File: config.mk
export PLATFORM = sky130hd
export DESIGN_NAME = uart
export DESIGN_NICKNAME = d
export VERILOG_FILES = /design/src/rtl/uart.sv
export SDC_FILE = /design/constraint.sdc
export NUM_CORES = 1
export LEC_CHECK = 0
export BUFFER_PORTS_ARGS = -buffer_cell sky130_fd_sc_hd__clkbuf_2
export CAP_MARGIN = 20
export CELL_PAD_IN_SITES_DETAIL_PLACEMENT = 0
export CELL_PAD_IN_SITES_GLOBAL_PLACEMENT = 1
export CORE_ASPECT_RATIO = 0.7
export CORE_MARGIN = 2
export CORE_UTILIZATION = 45
export DETAILED_ROUTE_END_ITERATION = 6
export PLACE_DENSITY_LB_ADDON = 0.1
export SKIP_LAST_GASP = 1
export SLEW_MARGIN = 10
export SYNTH_ARGS = -nofsm -noshare
export SYNTH_HDL_FRONTEND = slang
export SYNTH_SLANG_ARGS = --single-unit
File: constraint.sdc
create_clock -name CLK -period 2.3 [get_ports CLK]
set_input_delay 0.23 -clock CLK [delete_from_list [all_inputs] [get_ports CLK]]
set_output_delay 0.23 -clock CLK [all_outputs]
set_load 0.02 [all_outputs]
File: src/rtl/uart.sv
// 8N1 serial transmitter: pulls bytes from a valid-tagged source and shifts them
// out LSB first, each bit held for CLK_PER_BIT clock cycles.
module uart #(
    parameter int CLK_PER_BIT = 4
) (
    input  logic       CLK,
    input  logic       RST_N,
    input  logic [8:0] read_byte_out,
    output logic       read_byte_arg,
    input  logic       write_bit_out,
    output logic       write_bit_arg
);

    typedef enum logic [1:0] {IDLE, START, DATA, STOP} state_t;

    localparam logic [15:0] BIT_RELOAD = 16'(CLK_PER_BIT - 1);

    state_t      state_q, state_d;
    logic [15:0] cnt_q, cnt_d;
    logic [2:0]  idx_q, idx_d;
    logic [7:0]  shift_q, shift_d;
    logic        tx_q, tx_d;

    // The sink's return value carries no information for the transmitter.
    logic unused_write_bit;
    assign unused_write_bit = write_bit_out;

    always_comb begin
        state_d = state_q;
        cnt_d   = cnt_q;
        idx_d   = idx_q;
        shift_d = shift_q;
        tx_d    = tx_q;
        case (state_q)
            IDLE: begin
                tx_d = 1'b1;
                if (read_byte_out[8]) begin
                    shift_d = read_byte_out[7:0];
                    cnt_d   = BIT_RELOAD;
                    idx_d   = '0;
                    tx_d    = 1'b0;
                    state_d = START;
                end
            end
            START: begin
                if (cnt_q == '0) begin
                    cnt_d   = BIT_RELOAD;
                    tx_d    = shift_q[0];
                    state_d = DATA;
                end else begin
                    cnt_d = cnt_q - 16'd1;
                end
            end
            DATA: begin
                if (cnt_q == '0) begin
                    cnt_d = BIT_RELOAD;
                    if (idx_q == 3'd7) begin
                        tx_d    = 1'b1;
                        state_d = STOP;
                    end else begin
                        // Present the next bit now so the line changes on the slot boundary.
                        idx_d   = idx_q + 3'd1;
                        shift_d = shift_q >> 1;
                        tx_d    = shift_q[1];
                    end
                end else begin
                    cnt_d = cnt_q - 16'd1;
                end
            end
            STOP: begin
                tx_d = 1'b1;
                if (cnt_q == '0) begin
                    state_d = IDLE;
                end else begin
                    cnt_d = cnt_q - 16'd1;
                end
            end
            default: begin
                tx_d    = 1'b1;
                state_d = IDLE;
            end
        endcase
    end

    always_ff @(posedge CLK or negedge RST_N) begin
        if (!RST_N) begin
            state_q <= IDLE;
            cnt_q   <= '0;
            idx_q   <= '0;
            shift_q <= '0;
            tx_q    <= 1'b1;
        end else begin
            state_q <= state_d;
            cnt_q   <= cnt_d;
            idx_q   <= idx_d;
            shift_q <= shift_d;
            tx_q    <= tx_d;
        end
    end

    assign read_byte_arg = (state_q == IDLE) && RST_N;
    assign write_bit_arg = tx_q;

endmodule

==> metrics, run 1 <==
DR WL met3=220 µm; topmost layer with routed signal wires=met4; largest net degree at the start of global routing=31; clk_lat worst skew=0.28 ns; root buffer cell=clkbuf_8; Register-to-Register Path Depth=8; crit path DAT=2.31 ns; antenna viol nets, final=0; Post-Synthesis Cells=184; leak pwr=0.9632 nW; WL met1=2.195 mm; Via Count=1512; Synth-to-Final Area Change=16.39%; Via-to-Cell Ratio=5.771; final wirelength=4.255 mm; wire length on met2=1.805 mm; asr flop ratio synth=100.0%; Core ar.=0.003946 mm²; Slew headroom=66.47%; critical-path cell list=inv_1 > ha_1 > nor3b_1 > buf_4 > and4_1 > nand2_1 > a211oi_2 > mux2_1; grt ovf=0; # resized after CTS=0; Post-synth EDFFs=0; vias in the first global route=1459; worst-path maximum fanout=4; startpoint type of the worst setup path=flip-flop; syn avg cell area=10.08 µm²; Slew Viols, Final=0; Wirelength per Cell=16.24 µm; Mapped Nets=205; synthesized cell area=0.001856 mm²; IO Pins=14; slowest stage cell, crit path=dfrtp_1; detailed-route DRC error count=0; CP Data Required Time=2.46 ns; Post-synth top flop=dfrtp_1; post-synthesis register bit count=30; CTS tree=done; setup tns final=0 ns; Synth cell types=48; die area=0.004661 mm²; dpl cells=254; max frequency=466.1 MHz; H-Tree Level Count=2; peak supply drop=0.0007721 V; commonest non-fill, non-tap cell in the layout=dfrtp_1; Hold/Removal Path Class=input port to asynchronous set/reset pin; first-pass GRT wire length=7.376 mm; Starting DRT DRC Count=109; commonest cells after routing, fill and taps aside=dfrtp_1 (29), nor2_1 (16), mux2_2 (14), clkbuf_2 (12), buf_4 (12); Die Span X=80.75 µm; Port Buffer Count=12; YS warnings=0; critical setup path kind=flip-flop to flip-flop; period utilization=93.28%; layout cells sized above 1=26.19%; GRT Util Overall=20.86%; RSZ-0062 raised after global routing=no; Post-DP Area=0.002064 mm²; Final Hold Viols=0; status=completed; Finished Layout Cells=262; Power Density=1667 mW/mm²; Post-CTS Setup Repair Bufs=0; # clock sinks=30; CTS buffer count=5; routability cong.=0.9012; CP max stage delay=0.41 ns; Die Ht=57.73 µm; Max-cap violations=0; Final Cell Area=0.002160 mm²; Worst-path clk slew=0.06 ns; initial antenna violation count=0; HPWL Detailed=3.177 mm; fin crit period=2.145 ns; Hold Buf Count CTS=0; FP Rows=19; critical path endpoint category=flip-flop; n_diodes=0; Least-Margin Pin Slew=0.5029 ns; final number of setup-violating endpoints=0; Nets=230; clk buf depth=2; worst clock skew=0.004206 ns; sequential share of the synthesized area=40.53%; initial core utilization=47.02%; First-pass DRT Iterations=4
[final cells by class]
type / instances / area, µm²
multi-input combinational: 139 / 1047
sequential: 30 / 752.0
clock buffer: 6 / 82.58
inverter: 8 / 30.03
tap: 52 / 65.06
timing repair buffer: 25 / 170.2
fill: 372 / 1787
clock inverter: 2 / 12.51
[synthesized netlist by cell type (2+ instances only)]
cell type  count  area share, %
a32o_1         2            1.1
nor3b_1        2           0.81
a31oi_1        3            1.0
nand2b_1       2           0.67
nand4_1        3            1.0
nand3_1        5            1.3
o31ai_1        2           0.81
nand2_1       10            2.0
mux2_2        14            8.5
o32a_1         3            1.6
mux2i_1        2            1.1
a21oi_2        2           0.94
a21oi_1        7            1.9
ha_1           9            6.1
nor2_1        16            3.2
or3_1          2           0.67
dfrtp_1       29             39
a21o_1         3            1.2
a22o_1         3            1.4
clkbuf_1       7            1.4
inv_1          8            1.6
a22oi_1        2           0.81
o21ai_0        4            1.1
nor3_1         7            1.9
a211oi_1       2           0.81
o22ai_1        2           0.67
nor2b_1        3            1.0
nor4_4         2            2.3
nor4_1         5            1.7
xnor2_1        5            2.4
[cell families after synthesis]
family	share of synthesized area (%)
xor+xnor	2.360
compound gates	17.33
flops	40.53
fa+ha+maj	6.069
simple gates	20.50
mux	10.18
buf+inv	3.035
[path summary, 6_finish.rpt]
path                                   from            end  slack, ns
setup reg to reg                   cnt_q[1]     state_q[1]       0.15
min in group CLK           read_byte_out[7]     shift_q[7]       0.20
setup / recovery                   cnt_q[1]     state_q[1]       0.15
hold / removal                        RST_N       cnt_q[8]       0.05
hold reg to reg                  shift_q[7]     shift_q[7]       0.50
max in group asynchronous             RST_N  write_bit_arg       1.93
[critical path, delay by kind of cell (launching register included)]
kind	cells	cell delay, ns
adder cells (fa/ha/maj)	1	0.19
AO/OA/AOI/OAI	1	0.27
flip-flops	1	0.41
multiplexers	1	0.34
AND/OR/NAND/NOR	3	0.55
buffers and inverters	2	0.26
[sequential cells by signal, indices dropped and copies added, names as in the netlist]
register,flops
cnt_q,16
state_q,2
shift_q,8
idx_q,3
write_bit_arg,1
[metal layers]
layer / global-route usage (%) / vias to the layer above
met5: 0 / -
met4: 5.811 / 0
met3: 4.206 / 4
met2: 29.52 / 36
met1: 32.37 / 730
li1: - / 742
[power by group]
part	switching [mW]	internal [mW]	total, mW
Combinational	1.18	1.01	2.19
Sequential	0.214	0.758	0.972
Clock	0.200	0.240	0.440
Total	1.59	2.01	3.60
[through the flow]
step	hold WS, ns	setup slack (ns)	util [%]	power [mW]
floorplan	-0.06559	0.2457	-	2.495
global placement	0.3625	0.1654	52.31	3.083
detailed placement	0.3637	0.1792	52.31	3.146
CTS	0.06100	0.1547	54.72	3.610
global route	0.07208	0.01564	54.72	3.926
finish	0.04546	0.1546	54.72	3.601
No activity file was read; power rests on OpenSTA's default activity.
==> inputs of run 2 (changes only) <==
- RECOVER_POWER: default -> 50
==> run 2 against run 1 <==
Compared with the run above: the flow now finishes with violations (capacitance limit, slew limit); via count is the same; hold slack better by 0.16 ns; die area stayed put; clock-buffer cell count unchanged; non-clock buffer count unchanged; final area down 0.29%; first-iteration DRC count stayed put; utilization shrank 0.16 points; register-to-register slack about the same; flip-flop and latch count did not move; power about the same; largest power group unchanged.
==> metrics, run 2 (synthesis gave the netlist of run 1 again) <==
Hold/Removal Path Class=input port to flip-flop; antenna viol nets, final=0 (unchanged); Nets=230 (unchanged); # clock sinks=30 (unchanged); First-pass DRT Iterations=4 (unchanged); Hold Buf Count CTS=0 (unchanged); failing checks=capacitance limit, slew limit; worst clock skew=0.004206 ns (unchanged); initial core utilization=47.02% (unchanged); fill count=376 (+1.1%); die area=0.004661 mm² (unchanged); clk_lat worst skew=0.28 ns (about the same); Final Hold Viols=0 (unchanged); FP Rows=19 (unchanged); # resized after CTS=0 (unchanged); CP Data Required Time=2.46 ns (about the same); Worst-path clk slew=0.07 ns (about the same); leak pwr=0.9536 nW (-1.0%); Max-cap violations=1 (+1); peak supply drop=0.0007718 V (about the same); period utilization=93.28% (unchanged); root buffer cell=clkbuf_8; Post-CTS Setup Repair Bufs=0 (unchanged); fin crit period=2.145 ns (unchanged); Die Ht=57.73 µm (unchanged); Post-DP Area=0.002064 mm² (unchanged); max frequency=466.1 MHz (unchanged); Least-Margin Pin Slew=1.634 ns (+1.131 ns); layout cells sized above 1=24.76% (-1.4 points); GRT Util Overall=20.86% (unchanged); Multi-input gate area=0.001047 mm² (unchanged); n_diodes=0 (unchanged); Via Count=1512 (unchanged); initial antenna violation count=0 (unchanged); critical path endpoint category=flip-flop; setup tns final=0 ns (unchanged); RSZ-0062 raised after global routing=no; routability cong.=0.9012 (unchanged); worst-path maximum fanout=4 (unchanged); Starting DRT DRC Count=109 (unchanged); CTS buffer count=5 (unchanged); Synth-to-Final Area Change=16.05%; first-pass GRT wire length=7.376 mm (unchanged); vias in the first global route=1459 (unchanged); critical setup path kind=flip-flop to flip-flop; Port Buffer Count=12 (unchanged); biggest regs=cnt_q x16, shift_q x8, idx_q x3; Reg with most FFs=cnt_q; Slew headroom=-8.958% (-75 points); Final Cell Area=0.002153 mm² (-0.29%); register area=752.0 µm² (unchanged); number of flip-flops in the largest register=16 (unchanged); final number of setup-violating endpoints=0 (unchanged); grt ovf=0 (unchanged); Power Density=1671 mW/mm² (+0.19%); H-Tree Level Count=2 (unchanged); Wirelength per Cell=16.25 µm (about the same); commonest non-fill, non-tap cell in the layout=dfrtp_1; Via-to-Cell Ratio=5.771 (unchanged); final wirelength=4.258 mm (about the same); detailed-route DRC error count=0 (unchanged); commonest cells after routing, fill and taps aside=dfrtp_1 (29), nor2_1 (16), mux2_2 (14), buf_4 (11); CTS tree=done; largest net degree at the start of global routing=31 (unchanged); Slew Viols, Final=31 (+31); status=complete, but fails checks; HPWL Detailed=3.177 mm (unchanged); Die Span X=80.75 µm (unchanged); IO Pins=14 (unchanged); startpoint type of the worst setup path=flip-flop; crit path DAT=2.31 ns (about the same); Core ar.=0.003946 mm² (unchanged); clk buf depth=2 (unchanged)
[run 2: cell count changes in the layout (fill, tap and decap cells not counted), sizes merged]
cell | previous run | this run
buf | 13 | 12
clkbuf | 18 | 19
[run 2: final cells by class]
type                            count  share of cell area, %
Multi-Input combinational cell    139                  48.63
Sequential cell                    30                  34.92
Timing Repair Buffer               25                  7.612
Clock buffer                        6                  3.835
Tap cell                           52                  3.021
Inverter                            8                  1.395
Clock inverter                      2                 0.5811
[run 2: final timing paths]
path | slack (ns) | to | startpoint | cells past startpoint
setup / recovery | 0.15 | state_q[1] | cnt_q[1] | 8
hold / removal | 0.20 | shift_q[7] | read_byte_out[7] | 2
setup reg to reg | 0.15 | state_q[1] | cnt_q[1] | 8
hold reg to reg | 0.50 | shift_q[7] | shift_q[7] | 1
max in group asynchronous | 0.74 | cnt_q[14] | RST_N | 2
min in group asynchronous | 0.61 | cnt_q[8] | RST_N | 2
[run 2: metrics by stage]
stage / hold slack (ns) / setup WS [ns] / util [%] / power (mW) / cells
after floorplan: -0.06559 / 0.2457 / - / 2.495 / 184
after global placement: 0.3625 / 0.1654 / 52.31 / 3.083 / 254
after detailed placement: 0.3637 / 0.1792 / 52.31 / 3.146 / 254
after CTS: 0.06100 / 0.1547 / 54.72 / 3.610 / 262
after global routing: 0.2232 / 0.01564 / 54.57 / 3.923 / 262
final: 0.2005 / 0.1546 / 54.57 / 3.598 / 262
[run 2: critical path, stage by stage, from the launching register on]
cell and delay [ns]:
dfrtp_1 0.41, inv_1 0.10, ha_1 0.19, nor3b_1 0.20, buf_4 0.16, and4_1 0.26, nand2_1 0.09, a211oi_2 0.27
mux2_1 0.34
[run 2: power by group]
part | total (mW) | internal, mW | leakage, nW | switching (mW)
registers | 0.972 | 0.758 | 0.386 | 0.214
clock network | 0.440 | 0.240 | 0.0472 | 0.200
logic | 2.19 | 1.01 | 0.521 | 1.18
total | 3.60 | 2.01 | 0.954 | 1.59
[run 2: metal layers]
layer	global-route usage [%]	up-vias	part of all wire [%]
met2	29.52	36	42
li1	-	742	-
met4	5.811	0	0.80
met5	0	-	0
met3	4.206	4	5.2
met1	32.37	730	52
==> inputs of run 3 (changes only) <==
- ABC_AREA: default -> 1
- BUFFER_PORTS_ARGS: -buffer_cell sky130_fd_sc_hd__clkbuf_2 -> -buffer_cell sky130_fd_sc_hd__buf_4
- CORE_UTILIZATION: 45 -> 44
==> run 3 against run 2 <==
Compared with the run above: the flow now finishes without violations; synthesized area is 12% higher; combinational power is 16% higher; final area is 8.1% higher; wire length is 9.6% higher; first-iteration DRC count is 0.92% higher; critical path depth stayed put; die area is 13% higher; sequential power is 2.6% lower; clock skew is 0.00051 ns higher; cell count is 42% higher; flip-flop and latch count stayed put; utilization is 2.0 points lower; critical endpoint unchanged; largest power group unchanged.
==> metrics, run 3 <==
biggest regs=cnt_q x16, shift_q x8, idx_q x3; Power Density=1719 mW/mm² (+2.9%); Mapped Nets=318 (+55%); CTS tree=done; Slew Viols, Final=0 (-100%); Synth-to-Final Area Change=12.51%; CP Data Required Time=2.52 ns (+0.06 ns); Final Hold Viols=0 (unchanged); Post-CTS Setup Repair Bufs=0 (unchanged); Finished Layout Cells=371 (+42%); FP Rows=20 (+1); grt ovf=0 (unchanged); dpl cells=362 (+43%); Port Buffer Count=12 (unchanged); routability cong.=0.7902 (-12%); R2R Setup Slk=0.34 ns (+0.18 ns); dpl ws=0.3295 ns (+0.1503 ns); die area=0.005277 mm² (+13%); antenna viol nets, final=0 (unchanged); H-Tree Level Count=2 (unchanged); status=completed; r2r endpoint=state_q[1]; Min-Delay Startpoint=read_byte_out[7]; commonest non-fill, non-tap cell in the layout=nand2_1; fill count=447 (+19%); CTS buffer count=5 (unchanged); fin crit period=1.964 ns (-0.1809 ns); Post-synth EDFFs=0 (unchanged); Nets=336 (+46%); Via Count=1826 (+21%); # clock sinks=30 (unchanged); Register-to-Register Path Depth=8 (unchanged); Slew headroom=49.41% (+58 points); Post-synth top flop=dfrtp_1; Core ar.=0.004429 mm² (+12%); peak supply drop=0.0008384 V (+8.6%); initial antenna violation count=0 (unchanged); Starting DRT DRC Count=110 (+0.92%); Max-cap violations=0 (-1); startpoint type of the worst setup path=flip-flop; worst clock skew=0.004718 ns (+0.0005117 ns); commonest cells after routing, fill and taps aside=nand2_1 (99), inv_1 (41), dfrtp_1 (29), nor2_1 (28), nand3_1 (27); largest net degree at the start of global routing=32 (+3.2%); most frequent cell after synthesis=nand2_1; Power Total=4.002 mW (+11%); vias in the first global route=1709 (+17%); synthesized cell area=0.002069 mm² (+12%); sequential share of the synthesized area=36.34% (-4.2 points); RSZ-0062 raised after global routing=no; initial core utilization=46.72% (-0.30 points); final number of setup-violating endpoints=0 (unchanged); layout cells sized above 1=14.87% (-9.9 points); top cells by count, synth=nand2_1 (99), inv_1 (41), dfrtp_1 (29); period utilization=85.41% (-7.9 points); Reg with most FFs=cnt_q; max frequency=509.0 MHz (+9.2%); first-pass GRT wire length=8.079 mm (+9.5%); n_diodes=0 (unchanged); Endpoint, Worst Hold=shift_q[7]; Worst Slack Setup Final=0.3355 ns (+0.1809 ns); hold path cells=3 (+1); crit path DAT=2.18 ns (-0.13 ns); root buffer cell=clkbuf_8; worst reg2reg path startpoint=state_q[0]; worst-path maximum fanout=10 (+6); post-synthesis register bit count=30 (unchanged); Post-Synthesis Cells=297 (+61%); Least-Margin Pin Slew=0.7588 ns (-0.8756 ns); asr flop ratio synth=100.0% (unchanged); cell taking the most area after synthesis=dfrtp_1; Synth cell types=29 (-40%); HPWL Detailed=3.559 mm (+12%); critical setup path kind=flip-flop to flip-flop; top post-synthesis cells by area=dfrtp_1 (35%), nand2_1 (18%), inv_1 (7.4%), nand3_1 (6.5%), ha_1 (5.4%); final wirelength=4.665 mm (+9.6%); syn avg cell area=6.968 µm² (-31%); critical path endpoint category=flip-flop; Hold/Removal Path Class=input port to flip-flop; post-synth top area share=35.07% (-4.0 points); Die Span X=85.97 µm (+6.5%); First-pass DRT Iterations=4 (unchanged); number of flip-flops in the largest register=16 (unchanged); leak pwr=1.324 nW (+39%); Worst-path clk slew=0.06 ns (about the same); utilization after layout=52.57% (-2.0 points); clk_lat worst skew=0.29 ns (about the same); GRT Util Overall=19.98% (-0.88 points); clk buf depth=2 (unchanged); IO Pins=14 (unchanged); Die Ht=61.38 µm (+6.3%); Via-to-Cell Ratio=4.922 (-15%); setup tns final=0 ns (unchanged); YS warnings=0 (unchanged); detailed-route DRC error count=0 (unchanged); Wirelength per Cell=12.57 µm (-23%)
[run 3: changes by cell type after synthesis, moves of 8 or more]
cell,before,now
inv_1,8,41
mux2_2,14,0
nand2_1,10,99
nand3_1,5,27
nand4_1,3,11
nor2_1,16,28
[run 3: where the power goes]
group          leakage (nW)  internal (mW)  switching (mW)  total [mW]
Clock                0.0575          0.302           0.204       0.506
Combinational         0.877          0.867            1.68        2.55
Sequential            0.390          0.768           0.179       0.947
[run 3: layout make-up]
type / instances / area [µm²] / area share [%]
multi-input combinational: 218 / 1109 / 47.61
sequential: 30 / 752.0 / 32.29
inverter: 43 / 161.4 / 6.932
timing repair buffer: 17 / 127.6 / 5.481
clock buffer: 8 / 110.1 / 4.729
tap: 55 / 68.82 / 2.955
[run 3: how the worst max path moves through the flow]
stage,start,endpoint,cells after the start
after floorplan,state_q[0],cnt_q[13],10
after global placement,state_q[0],state_q[0],8
after detailed placement,state_q[0],state_q[0],8
after CTS,state_q[0],state_q[0],8
after global routing,state_q[0],state_q[1],8
final,state_q[0],state_q[1],8
[run 3: cells by family after synthesis]
group	after synthesis	share of synthesized area [%]
DFF	30	36.34
buffers and inverters	49	10.10
xor gates and xnor gates	1	0.4233
adders and majority gates	9	5.441
AOI/OAI and AO/OA	22	7.013
and+or+nand+nor	186	40.69
[run 3: repair_timing]
item,in CTS,in global routing
hold buffers,1,0
setup endpoints to repair,0,0
gates resized for setup,0,0
endpoints found under the hold margin,29,0
[run 3: per-stage QoR]
step	instance area, µm²	hold slack, ns
after global routing	2328	0.2408
after CTS	2331	0.2226
after detailed placement	2211	0.1894
after floorplan	2069	-0.06559
final	2328	0.2196
after global placement	2211	0.1967
[run 3: critical path, cell delays in order (launching register included)]
cell and delay [ns]:
dfrtp_1 0.41, inv_1 0.12, ha_1 0.40, clkinv_1 0.36, nor2_1 0.28, a21oi_1 0.11, nand2_4 0.10, nand2_1 0.06
o21ai_2 0.05
[run 3: metal layers]
layer | wire length, µm | up-vias | global-route usage [%]
met1 | 2770 | 823 | 30.80
met3 | 153 | 7 | 4.021
li1 | - | 969 | -
met2 | 1684 | 27 | 28.02
met4 | 57 | 0 | 6.122
met5 | 0 | - | 0
